## src/rtl/uart_tx.sv

```systemverilog
// UART transmitter: start, 8 data bits LSB-first, parity, 1 or 2 stop bits.
// Define UART_TX_FIFO_EN to replace the one-entry holding register with a FIFO_DEPTH-entry FIFO.
module uart_tx #(
  parameter int DATA_W     = 8,
  parameter int FIFO_DEPTH = 4
) (
  input  logic              clk,
  input  logic              reset,
  input  logic              tx_en,
  input  logic              parity_sel,
  input  logic              stop_sel,
  input  logic [11:0]       baud_divisor,
  input  logic [DATA_W-1:0] data_in,
  input  logic              valid_in,
  output logic              ready_out,
  output logic              tx,
  output logic              busy,
  output logic              done
);

  typedef enum logic [2:0] {IDLE, START, DATA, PARITY, STOP} state_t;

  if (DATA_W != 8) begin : g_bad_width
    $error("uart_tx supports DATA_W=8 only");
  end
  if (FIFO_DEPTH < 2 || (FIFO_DEPTH & (FIFO_DEPTH - 1)) != 0) begin : g_bad_depth
    $error("uart_tx FIFO_DEPTH must be a power of 2 and at least 2");
  end

  state_t            state, state_d;
  logic [11:0]       cnt, cnt_d, div_l, div_d;
  logic [2:0]        bit_cnt, bit_d;
  logic              stop_cnt, stop_cnt_d, stop_l, stop_l_d;
  logic              par_bit, par_d, tx_d;
  logic [DATA_W-1:0] shift, shift_d;
  logic              hold_full, launch, push, tick;
  logic [DATA_W-1:0] hold_data;

  assign push = valid_in && ready_out;

`ifdef UART_TX_FIFO_EN
  localparam int PW = $clog2(FIFO_DEPTH);
  localparam logic [PW:0] FULL_CNT = FIFO_DEPTH[PW:0];

  logic [DATA_W-1:0] mem [FIFO_DEPTH];
  logic [PW-1:0]     wr_ptr, rd_ptr;
  logic [PW:0]       count;

  assign ready_out = (count != FULL_CNT);
  assign hold_full = (count != '0);
  assign hold_data = mem[rd_ptr];

  always_ff @(posedge clk) begin
    if (push) mem[wr_ptr] <= data_in;
  end

  // Power-of-2 depth lets the pointers wrap by natural overflow.
  always_ff @(posedge clk or negedge reset) begin
    if (!reset) begin
      wr_ptr <= '0;
      rd_ptr <= '0;
      count  <= '0;
    end else begin
      if (push)   wr_ptr <= wr_ptr + 1'b1;
      if (launch) rd_ptr <= rd_ptr + 1'b1;
      case ({push, launch})
        2'b10:   count <= count + 1'b1;
        2'b01:   count <= count - 1'b1;
        default: count <= count;
      endcase
    end
  end
`else
  logic [DATA_W-1:0] hold_r;
  logic              hold_full_r;

  assign ready_out = !hold_full_r;
  assign hold_full = hold_full_r;
  assign hold_data = hold_r;

  always_ff @(posedge clk or negedge reset) begin
    if (!reset) begin
      hold_r      <= '0;
      hold_full_r <= 1'b0;
    end else begin
      if (push) hold_r <= data_in;
      hold_full_r <= (hold_full_r && !launch) || push;
    end
  end
`endif

  assign busy = (state != IDLE);
  assign tick = busy && (cnt == div_l - 12'd1);

  always_ff @(posedge clk or negedge reset) begin
    if (!reset) begin
      state    <= IDLE;
      cnt      <= '0;
      div_l    <= '0;
      bit_cnt  <= '0;
      stop_cnt <= 1'b0;
      stop_l   <= 1'b0;
      par_bit  <= 1'b0;
      shift    <= '0;
      tx       <= 1'b1;
    end else begin
      state    <= state_d;
      cnt      <= cnt_d;
      div_l    <= div_d;
      bit_cnt  <= bit_d;
      stop_cnt <= stop_cnt_d;
      stop_l   <= stop_l_d;
      par_bit  <= par_d;
      shift    <= shift_d;
      tx       <= tx_d;
    end
  end

  // tx is registered from the next-state value so it changes on the same edge as the state.
  always_comb begin
    state_d    = state;
    cnt_d      = cnt;
    div_d      = div_l;
    bit_d      = bit_cnt;
    stop_cnt_d = stop_cnt;
    stop_l_d   = stop_l;
    par_d      = par_bit;
    shift_d    = shift;
    tx_d       = tx;
    done       = 1'b0;
    launch     = 1'b0;

    if (busy) cnt_d = tick ? 12'd0 : cnt + 12'd1;

    case (state)
      IDLE: launch = hold_full && tx_en;
      START: begin
        if (tick) begin
          state_d = DATA;
          bit_d   = 3'd0;
          tx_d    = shift[0];
        end
      end
      DATA: begin
        if (tick) begin
          if (bit_cnt == 3'd7) begin
            state_d = PARITY;
            tx_d    = par_bit;
          end else begin
            shift_d = shift >> 1;
            bit_d   = bit_cnt + 3'd1;
            tx_d    = shift[1];
          end
        end
      end
      PARITY: begin
        if (tick) begin
          state_d    = STOP;
          stop_cnt_d = 1'b0;
          tx_d       = 1'b1;
        end
      end
      STOP: begin
        if (tick) begin
          if (stop_cnt == stop_l) begin
            done    = 1'b1;
            state_d = IDLE;
            launch  = hold_full && tx_en;
          end else begin
            stop_cnt_d = 1'b1;
          end
        end
      end
      default: state_d = IDLE;
    endcase

    if (launch) begin
      state_d  = START;
      cnt_d    = 12'd0;
      tx_d     = 1'b0;
      shift_d  = hold_data;
      par_d    = parity_sel ? ^hold_data : ~^hold_data;
      div_d    = (baud_divisor == 12'd0) ? 12'd1 : baud_divisor;
      stop_l_d = stop_sel;
    end
  end

endmodule

```

## config.mk

```make
export PLATFORM = sky130hd
export DESIGN_NAME = uart_tx
export DESIGN_NICKNAME = d
export VERILOG_FILES = /design/src/rtl/uart_tx.sv
export SDC_FILE = /design/constraint.sdc
export NUM_CORES = 1
export LEC_CHECK = 0
export ABC_CLOCK_PERIOD_IN_PS = 10100
export CAP_MARGIN = 40
export CORE_ASPECT_RATIO = 0.8
export CORE_MARGIN = 2
export CORE_UTILIZATION = 32
export CTS_CLUSTER_DIAMETER = 60
export DETAILED_ROUTE_END_ITERATION = 10
export MAX_ROUTING_LAYER = met4
export PLACE_DENSITY = 0.62
export SLEW_MARGIN = 10
export SYNTH_ARGS = -nofsm -noshare
export SYNTH_HDL_FRONTEND = slang
export SYNTH_SLANG_ARGS = --single-unit
```

## constraint.sdc

```tcl
create_clock -name clk -period 10.1 [get_ports clk]
set_clock_uncertainty 0.2 [all_clocks]
set_input_delay 3.03 -clock clk [delete_from_list [all_inputs] [get_ports clk]]
set_output_delay 3.03 -clock clk [all_outputs]
set_load 0.005 [all_outputs]
```

======== Yosys cells after proc, flatten, opt, wreduce, memory -nomap -nowiden ========
Cells that the tools add are included.
word-level totals
  output and inout port bits .............. 4
  bits in registers ....................... 51
  logic and storage cells ................. 95
operators by class
  $add $sub $neg .......................... 3
  muxes and demuxes ....................... 37
  reduce and logical (&&, ||, !) cells .... 23
  equal/unequal tests ..................... 21
operators with widths
  kind                     number
  $mux W12                 4
  $mux W8                  4
  $mux W3                  10
  $ne A3 B3 Y1 const B     6
  $ne A2 B2 Y1 const B     8
  $pmux W3 S5              1
  $mux W1                  14
  $add A12 B1 Y12 const B  1
  $eq A12 B12 Y1           1
  $logic_not A12 Y1        1
  $reduce_and A4 Y1        3
  $sub A12 B1 Y12 const B  1
  $reduce_bool A2 Y1       5
  $reduce_xnor A8 Y1       1
  $reduce_xor A8 Y1        1
  $reduce_and A7 Y1        1
  $eq A3 B2 Y1 const B     2
  $eq A3 B3 Y1 const B     2
  $pmux W3 S2              1
  $logic_and A1 B1 Y1      4
  $pmux W1 S2              2
  $reduce_bool A4 Y1       1
  $add A3 B1 Y3 const B    1
  $eq A3 B1 Y1 const B     1
  7 further kinds          8

======== Logic depth before layout (Yosys ltp) ========
  depth after elaboration ................. 8
  depth in mapped cells ................... 11
  depth with buffers taken out ............ 9

======== Worst setup path after synthesis ========
No wires, ideal clock.
  kind .................................... register -> output
  from .................................... register div_l[0]
  to ...................................... output port done
  cell stages (with the launch flop) ...... 8
  buffers on the path ..................... 1
  arrival ................................. 2,211 ps
  path slack .............................. 4,659 ps
  path through ............................ dfrtp_1 -> inv_1 -> ha_1 -> clkbuf_1 -> o211a_1 -> o311a_2 -> a2111oi_4 -> and4_1
on the way
  longest elaborated chain between the ends .. 5
ends and longest elaborated chain
  element                 line  text
  from (decl)             31    logic [11:0] cnt, cnt_d, div_l, div_d;
  from (signal assigned)  109   div_l <= div_d;
  $sub A12 B1 Y12         93    assign tick = busy && (cnt == div_l - 12'd1);
  $eq A12 B12 Y1          93
  $logic_and A1 B1 Y1     93
  $mux W1                 164   if (tick) begin
  $mux W1                 135   case (state)
  to (decl)               18    output logic done
No other way between the ends.

======== Worst setup path after layout ========
Same ends and word-level chain as after synthesis.

==> flow_summary.yaml <==
timing:
  max_slew.worst_pin.slew_ns: 0.773
  period_minus_slack_ns: 6.33
  period_share_pct: 62.7
  setup_viol_count_final: 0
  fmax_mhz: 158
  slew_headroom_pct: 48.4
  slew_violations: 0
  rsz0062_at_grt: "false"
  hold_violations: 0
  fin_tns_setup_ns: 0
floorplanning:
  io_pins: 30
  rows: 31
  die_area_mm2: 0.00997
  core_region_area_mm2: 0.00900
  dieWidth_um: 111
  initial_core_util_pct: 32.7
  dieHeight_um: 89.7
global_routing:
  grt_pass1_wl_um: 10700
  grt_pass1_vias: 2085
  grt_max_degree: 52
  grt.overflow.total: 0
  grt.total_usage_pct: 13.4
  antenna_found_initial: 0
worst_hold_path:
  hold_depth: 2
  worst_hold_path.endpoint: "par_bit$_DFFE_PN0P_"
  hp-class: "reg -> reg"
  hold_path_startpoint: "par_bit$_DFFE_PN0P_"
power:
  peakVddDrop_mv: 0.116
  power.density_mw_per_mm2: 280
  p_leak_nw: 1.42
logic_synthesis:
  ys.flop_type: "dfrtp_1"
  synth_edf_count: 0
  ys_types: 59
  syn_nets: 311
  ys_warn_count: 0
  syn_area_mm2: 0.00294
  synthCells: 281
  synth.ff_latch_count: 51
  ys_async_sr_fraction_pct: 100
  synth-seq-area-share_pct: 43.5
  avgSynthCellArea_um2: 10.5
cts:
  clock_sinks: 51
  root_buffer: "clkbuf_16"
  postCtsHoldBufs: 0
  worstSkewPairLatency_ns: 0.29
  cts.path.max_buffers: 2
  h-tree-depth: 2
  clkTransAtPathRegs_ns: 0.07
  cts_setup_buffers: 0
  cts_resized: 0
  cts_buffers: 5
  cts_tree: "built"
critical_path:
  startpoint: "div_l[0]$_DFFE_PN0P_"
  reg2reg_depth: 10
  worstPathRequired_ns: 6.87
  regToRegStartpoint: "div_l[0]$_DFFE_PN0P_"
  startpoint_type: "register"
  cp-end-kind: "primary output"
  crit_type: "reg -> out"
  worstPathMaxFanout: 11
  arrival_ns: 3.10
  reg2reg_to: "shift[0]$_DFFE_PN0P_"
  rrSetupSlack_ns: 6.30
run:
  cap_violations: 0
final_layout:
  drive_gt1_share_pct: 12.0
  syn2layout_area_growth_pct: 18.6
  postLayoutCoreUtil_pct: 38.7
  n_antenna_cell: 0
  num-fill-cells: 900
  nets: 337
placement:
  dp_hpwl_um: 4680
  portBuffers: 29
  finalWeightedCongestion: 0.906
routing:
  drc: 0
  drt_first_iter_violations: 74
  wl_per_cell_um: 14.9
  ant_nets: 0
  vias_per_cell: 5.13
  drtPass1Iterations: 6
  vias: 2172
  wl_um: 6320
run_status:
  status: "finished clean"
[cells in the mapped netlist (all sizes together) (2+ instances only)]
cell type | instances | area share, %
clkbuf | 4 | 0.51
a221o | 2 | 0.68
nor3 | 9 | 1.7
a21oi | 8 | 1.4
nor2b | 6 | 1.3
xor2 | 14 | 4.2
nand3 | 9 | 2.0
nor2 | 25 | 3.3
xnor2 | 19 | 5.7
o21ai | 11 | 1.9
nand4 | 7 | 1.5
inv | 7 | 0.89
and3 | 6 | 1.3
nor4 | 4 | 1.1
or3 | 4 | 1.2
mux2i | 3 | 1.0
and4 | 4 | 1.2
ha | 4 | 1.7
nand2b | 2 | 0.51
a22o | 3 | 0.89
o211ai | 2 | 0.68
dfrtp | 50 | 43
a31oi | 10 | 3.2
buf | 7 | 2.0
a21o | 2 | 0.51
nand2 | 21 | 2.7
mux2 | 20 | 7.7
[cell families (layout without fill, tap and decap cells)]
group | count (synthesis) | after routing | synth area share, %
buf+inv | 19 | 46 | 3.83
compound gates | 51 | 51 | 13.8
fa+ha+maj | 4 | 4 | 1.70
xor+xnor | 33 | 33 | 9.83
flops | 51 | 51 | 43.5
mux | 23 | 23 | 8.68
simple gates | 100 | 100 | 18.7
[worst max-delay path by stage]
stage | slack (ns) | depth (start not counted) | endpoint
3_3_place_gp | 4.12 | 7 | done
3_5_place_dp | 4.06 | 7 | done
4_1_cts | 3.75 | 7 | done
5_1_grt | 3.59 | 7 | done
6_report | 3.77 | 7 | done
2_1_floorplan | 4.66 | 7 | done
[through the flow]
| step | std cells | hold slack [ns] | total power [mW] | area, um^2 | setup WS, ns |
|---|---|---|---|---|---|
| after floorplan | 281 | 0.250 | 0.683 | 2940 | 4.66 |
| after global routing | 423 | 0.310 | 1.05 | 3490 | 3.59 |
| after CTS | 423 | 0.290 | 0.980 | 3490 | 3.75 |
| final | 423 | 0.283 | 0.975 | 3490 | 3.77 |
| after detailed placement | 415 | 0.274 | 0.786 | 3320 | 4.06 |
| after global placement | 414 | 0.264 | 0.773 | 3290 | 4.12 |
[routing by layer]
| metal | part of all wire, % | global-route usage (%) | vias to the layer above |
|---|---|---|---|
| li1 | - | - | 1063 |
| met1 | 53 | 19.7 | 1055 |
| met2 | 42 | 19.2 | 45 |
| met3 | 3.6 | 2.36 | 9 |
| met4 | 1.4 | 3.50 | 0 |
| met5 | 0 | - | - |
[cell usage in the layout (no fill, tap or decap), types with 8 or more instances in the layout]
| cell | count |
|---|---|
| dfrtp_1 | 50 |
| clkdlybuf4s50_1 | 28 |
| nor2_1 | 24 |
| nand2_1 | 21 |
| xnor2_1 | 19 |
| xor2_1 | 14 |
| mux2_1 | 12 |
| o21ai_0 | 10 |
| nor3_1 | 8 |
| a31oi_1 | 8 |
| a21oi_1 | 8 |
| nand3_1 | 8 |
| mux2_2 | 8 |
[area by class of cell]
cell class                 instances  area [um^2]  share of cell area (%)
inverter                           7         26.3                   0.754
multi-input combinational        211         1550                    44.4
clock inverter                     3         43.8                    1.26
tap                              115          144                    4.13
timing repair buffer              31          320                    9.19
sequential                        51         1280                    36.6
clock buffer                       5          125                    3.59
[critical path: stages (launching register included)]
cell and delay [ns]:
dfrtp_1 0.42, inv_1 0.09, ha_1 0.34, o211a_1 0.27
o311a_2 0.35, a2111oi_4 0.55, and4_1 0.28, clkdlybuf4s50_1 0.51
[sequential cells by signal (all words and copies together), names as in the netlist]
name and count:
par_bit 1, shift 8, stop_cnt 1, state 3
hold_data 8, hold_full 1, cnt 12, bit_cnt 3
stop_l 1, tx 1, div_l 12
[power by group]
| group | internal, mW | switching (mW) |
|---|---|---|
| Clock | 0.117 | 0.0765 |
| Combinational | 0.199 | 0.192 |
| Sequential | 0.289 | 0.102 |
| Total | 0.605 | 0.370 |
(Power assumes the default switching activity.)
